`src/rtl/mem_wb_stage.sv`:
```
// MEM stage with MEM/WB pipeline register.
// Runs the data-memory access over a req/ack handshake and holds the upstream
// pipeline with Stall while it is outstanding. Misaligned or illegal accesses
// and memory timeouts are squashed into bubbles and latched in a sticky
// AccessErr flag.
module mem_wb_stage #(
  parameter int TIMEOUT_CYCLES = 255,
  parameter int CNT_W          = 8
) (
  input  logic        clk,
  input  logic        rst,
  input  logic [1:0]  WBIn,
  input  logic [1:0]  MIn,
  input  logic [31:0] ALUResultIn,
  input  logic [31:0] WriteDataIn,
  input  logic [4:0]  RegDstIn,
  output logic        MemReq,
  output logic        MemWe,
  output logic [31:0] MemAddr,
  output logic [31:0] MemWData,
  input  logic [31:0] MemRData,
  input  logic        MemAck,
  output logic        Stall,
  output logic        AccessErr,
  output logic [1:0]  WBOut,
  output logic [31:0] ReadDataOut,
  output logic [31:0] ALUResultOut,
  output logic [4:0]  RegDstOut
);

  typedef enum logic {IDLE, BUSY} state_t;

  localparam logic [CNT_W-1:0] LAST_CNT = CNT_W'(TIMEOUT_CYCLES - 1);
  localparam logic [CNT_W-1:0] ONE_CNT  = CNT_W'(1);

  state_t           state, stateNext;
  logic [CNT_W-1:0] cnt, cntNext;
  logic             errNext;
  logic [1:0]       wbNext;
  logic [31:0]      readDataNext;
  logic [31:0]      aluNext;
  logic [4:0]       regDstNext;
  logic             stallRaw;
  logic             acc;
  logic             bad;

  // A memory op is exactly one of read/write; both set, or a misaligned
  // word address, is an illegal access.
  assign acc = MIn[1] ^ MIn[0];
  assign bad = (MIn == 2'b11) || (acc && (ALUResultIn[1:0] != 2'b00));

  // Stall is combinational from MIn in IDLE, so it must be masked while
  // reset is held to drop immediately with everything else.
  assign Stall = stallRaw & ~rst;

  // State, timeout counter, sticky error and MEM/WB register.
  always_ff @(posedge clk or posedge rst) begin
    if (rst) begin
      state        <= IDLE;
      cnt          <= '0;
      AccessErr    <= 1'b0;
      WBOut        <= 2'b00;
      ReadDataOut  <= 32'd0;
      ALUResultOut <= 32'd0;
      RegDstOut    <= 5'd0;
    end else begin
      state        <= stateNext;
      cnt          <= cntNext;
      AccessErr    <= errNext;
      WBOut        <= wbNext;
      ReadDataOut  <= readDataNext;
      ALUResultOut <= aluNext;
      RegDstOut    <= regDstNext;
    end
  end

  // Next-state, memory request and MEM/WB next values; defaults form a bubble.
  always_comb begin
    stateNext    = state;
    cntNext      = cnt;
    errNext      = AccessErr;
    wbNext       = 2'b00;
    readDataNext = 32'd0;
    aluNext      = 32'd0;
    regDstNext   = 5'd0;
    stallRaw     = 1'b0;
    MemReq       = 1'b0;
    MemWe        = 1'b0;
    MemAddr      = 32'd0;
    MemWData     = 32'd0;

    case (state)
      IDLE: begin
        cntNext = '0;
        if (MIn == 2'b00) begin
          // Plain ALU op: straight through with no extra latency.
          wbNext     = WBIn;
          aluNext    = ALUResultIn;
          regDstNext = RegDstIn;
        end else if (bad) begin
          errNext = 1'b1;
        end else begin
          stallRaw  = 1'b1;
          stateNext = BUSY;
        end
      end

      BUSY: begin
        MemReq   = 1'b1;
        MemWe    = MIn[0];
        MemAddr  = ALUResultIn;
        MemWData = WriteDataIn;
        // Ack is checked before expiry so a last-cycle ack still completes.
        if (MemAck) begin
          wbNext       = WBIn;
          aluNext      = ALUResultIn;
          regDstNext   = RegDstIn;
          readDataNext = MIn[1] ? MemRData : 32'd0;
          stateNext    = IDLE;
          cntNext      = '0;
        end else if (cnt == LAST_CNT) begin
          errNext   = 1'b1;
          stateNext = IDLE;
          cntNext   = '0;
        end else begin
          stallRaw = 1'b1;
          cntNext  = cnt + ONE_CNT;
        end
      end

      default: begin
        stateNext = IDLE;
        cntNext   = '0;
      end
    endcase
  end

endmodule

```
`config.mk`:
```
export PLATFORM = sky130hd
export DESIGN_NAME = mem_wb_stage
export DESIGN_NICKNAME = d
export VERILOG_FILES = /design/src/rtl/mem_wb_stage.sv
export SDC_FILE = /design/constraint.sdc
export NUM_CORES = 1
export LEC_CHECK = 0
export CAP_MARGIN = 40
export CORE_UTILIZATION = 37
export CTS_BUF_LIST = sky130_fd_sc_hd__clkbuf_4 sky130_fd_sc_hd__clkbuf_8
export CTS_CLUSTER_DIAMETER = 120
export CTS_CLUSTER_SIZE = 10
export DETAILED_ROUTE_END_ITERATION = 10
export GPL_TIMING_DRIVEN = 0
export PLACE_DENSITY = 0.92
export SLEW_MARGIN = 10
export SYNTH_ARGS = -nofsm -noshare
export SYNTH_HDL_FRONTEND = slang
export SYNTH_SLANG_ARGS = --single-unit
```
`constraint.sdc`:
```
create_clock -name clk -period 5.3 [get_ports clk]
set_input_delay 1.06 -clock clk [delete_from_list [all_inputs] [get_ports clk]]
set_output_delay 1.06 -clock clk [all_outputs]
set_load 0.01 [all_outputs]
```
==> impl_metrics.py <==
metrics = {
    "status": {
        "outcome": "finished, final reports clean",
    },
    "timing": {
        "setup_viol": 0,
        "fin_worst_skew_ps": 10.4,
        "timing.final.ws_setup_ps": 1360,
        "fmax_ghz": 0.254,
        "final-max-slew-violation-count": 0,
        "slew_headroom_pct": 65.9,
        "finalHoldViolCount": 0,
        "min_period_over_period_pct": 74.3,
        "layout_min_cycle_time_ps": 3940,
        "worstMarginPinSlew_ps": 511,
        "fin_tns_setup_ps": 0,
        "rsz0062_at_grt": "false",
    },
    "clock_tree": {
        "numClockSinks": 81,
        "clk_pin_slew_worst_paths_ps": 80,
        "hold_buffers": 0,
        "cts-htree-levels": 3,
        "cts_tree": "built",
        "root_buffer": "clkbuf_8",
        "cts-buffers-inserted": 9,
        "post_cts_resized": 0,
        "clk_latency_ps": 340,
        "cts_buffer_depth": 2,
        "post_cts_buffers": 0,
    },
    "critical_path": {
        "setup.worst_path.start": "MIn[0]",
        "cp.arrival_ps": 2880,
        "crit_path_end_kind": "output pin",
        "crit_required_ps": 4240,
        "startpoint_type": "input pin",
        "crit_fanout": 3,
        "critical_path_class": "input pin to output pin",
        "r2r_start": "state",
    },
    "logic_synthesis": {
        "yosys.area_share.xor_xnor_pct": 0.814,
        "synth_nets": 390,
        "synth_top_cell_by_area": "dfrtp_1",
        "synth_top_family_by_area": "simple AND/OR/NAND/NOR gates",
        "synthCells": 278,
        "ys_seq_area_share_pct": 62.8,
        "synth_fa_ha_area_share_pct": 1.55,
        "yosys_register_bits": 81,
        "synth.area.top_cells": "dfrtp_1, and2_1, nor2b_1",
        "avgSynthCellArea_um2": 11.6,
        "yosys.area.top_type_share_pct": 62.8,
        "ys_types": 24,
        "synth-simple-area-share_pct": 29.9,
        "synth-compound-area-share_pct": 2.44,
        "syn_area_mm2": 0.00323,
        "yosysWarnings": 0,
        "synth_mux_area_share_pct": 0.310,
    },
    "die": {
        "die_x_um": 95.4,
        "die_h_um": 95.4,
        "coreArea_mm2": 0.00834,
        "initial_utilization_pct": 38.7,
        "die_area_mm2": 0.00910,
        "pin_count": 247,
        "num_rows": 33,
    },
    "finish": {
        "fill_cells": 571,
        "layout-drive-gt1-share_pct": 3.88,
        "stdcell_count": 646,
        "area_growth_pct": 87.6,
        "diodes": 0,
        "multi_input_area_mm2": 0.00113,
        "regArea_mm2": 0.00203,
        "layout.nets": 648,
    },
    "job": {
        "maxCapViolCount": 0,
    },
    "global_route": {
        "grt_pass1_vias": 2942,
        "gr-total-overflow": 0,
        "grt_antenna_before_repair": 0,
        "grt_max_degree": 51,
        "grt_pass1_wl_mm": 14.5,
        "track_usage_pct": 21.3,
    },
    "placed_design": {
        "place_congestion": 0.771,
        "placedCellCount": 630,
        "dp_worst_setup_slack_ps": 1380,
        "io_buffers": 246,
        "hpwlAfterDp_mm": 8.01,
    },
    "worst_hold_path": {
        "hp-class": "register to register",
        "hold_start": "AccessErr",
    },
    "route": {
        "drt_iter0_drc": 32,
        "drt_pass1_iterations": 4,
        "drt_wl_total_mm": 9.82,
        "avgRoutedWirePerCell_um": 15.2,
        "ant_nets": 0,
        "vias_per_cell": 4.43,
        "vias": 2862,
        "drc": 0,
    },
    "power_and_ir_drop": {
        "peakVddDrop_uv": 198,
        "leakagePower_nw": 2.60,
        "powerDensity_mw_per_mm2": 267,
        "total_power_w": 0.00162,
    },
}
## worst paths after layout
kind	to	slack, ps	depth (start not counted)
worst max-delay path	Stall	1360	7
worst min-delay path	AccessErr	480	1
worst max register to register	AccessErr	3650	3
worst min register to register	AccessErr	480	1
max in group asynchronous	ReadDataOut[22]	3620	3
min in group asynchronous	AccessErr	1100	2
## critical path, cell delays in order
cell             delay, ps
clkdlybuf4s50_1        510
inv_1                   70
ha_1                   290
o21ai_0                100
nand3b_1               130
a21oi_1                160
clkdlybuf4s50_1        550
## per-stage QoR
stage	util (%)	cell area, µm²	hold slack (ps)
finish	72.6	6050	484
global route	72.6	6050	504
CTS	72.6	6050	486
detailed placement	70.2	5850	463
global placement	69.8	5820	468
floorplan	-	3230	492
## state kept, by name, summed over array words and instances, names as in the netlist
signal        cells
cnt               8
ALUResultOut     32
ReadDataOut      32
RegDstOut         5
AccessErr         1
WBOut             2
state             1
## cells by family (layout without fill, tap and decap cells)
logic type	Yosys count	count (layout)
AND/OR/NAND/NOR	157	157
adder cells (fa/ha/maj)	4	4
multiplexers	1	1
AO/OA/AOI/OAI	13	13
flip-flops	81	81
buffers and inverters	19	282
XOR/XNOR	3	3
## power breakdown
part | leakage, nW | internal (W) | switching [W] | total [W]
Clock | 0.0977 | 0.000222 | 0.000228 | 0.000450
Sequential | 1.09 | 0.000657 | 0.0000157 | 0.000673
Combinational | 1.41 | 0.000294 | 0.000199 | 0.000493
Total | 2.60 | 0.00117 | 0.000442 | 0.00162
## area by class of cell
cell class / count / share of cell area, %
Sequential cell: 81 / 33.5
Multi-Input combinational cell: 178 / 18.7
Timing Repair Buffer: 247 / 41.1
Buffer: 14 / 0.868
Clock buffer: 9 / 2.05
Tap cell: 105 / 2.17
Clock inverter: 7 / 1.30
Inverter: 5 / 0.351
## cell usage in the layout, fill, tap and decap left out, types with 4 or more instances in the layout
master / netlist / final
a21oi_1: 6 / 6
and2_1: 97 / 97
clkbuf_1: 14 / 14
clkbuf_8: 0 / 9
clkdlybuf4s50_1: 0 / 246
dfrtp_1: 81 / 81
ha_1: 4 / 4
inv_1: 5 / 4
nand2_1: 4 / 4
nand3_1: 4 / 4
nor2_1: 6 / 6
nor2b_1: 39 / 39
## synthesized netlist by cell type
| master | instances |
|---|---|
| or3_1 | 1 |
| dfrtp_1 | 81 |
| xor2_1 | 2 |
| a31o_2 | 1 |
| ha_1 | 4 |
| o21ai_0 | 3 |
| nand3_1 | 4 |
| nand3b_1 | 1 |
| nor2b_1 | 39 |
| a21oi_1 | 6 |
| and3_1 | 1 |
| clkbuf_1 | 14 |
| o31ai_1 | 2 |
| inv_1 | 5 |
| or4_1 | 1 |
| and4_2 | 1 |
| xnor2_1 | 1 |
| a41o_1 | 1 |
| mux2i_1 | 1 |
| and2_1 | 97 |
| nand2b_1 | 1 |
| nand4_2 | 1 |
| nor2_1 | 6 |
| nand2_1 | 4 |
## routing by layer
layer	wire length, µm	track usage, %	vias to the layer above
met2	5160	39.2	146
met1	3710	23.4	1328
met4	41	5.10	0
met5	0	0	-
li1	-	-	1382
met3	912	7.34	6
Power figures use the tool's default switching activity.
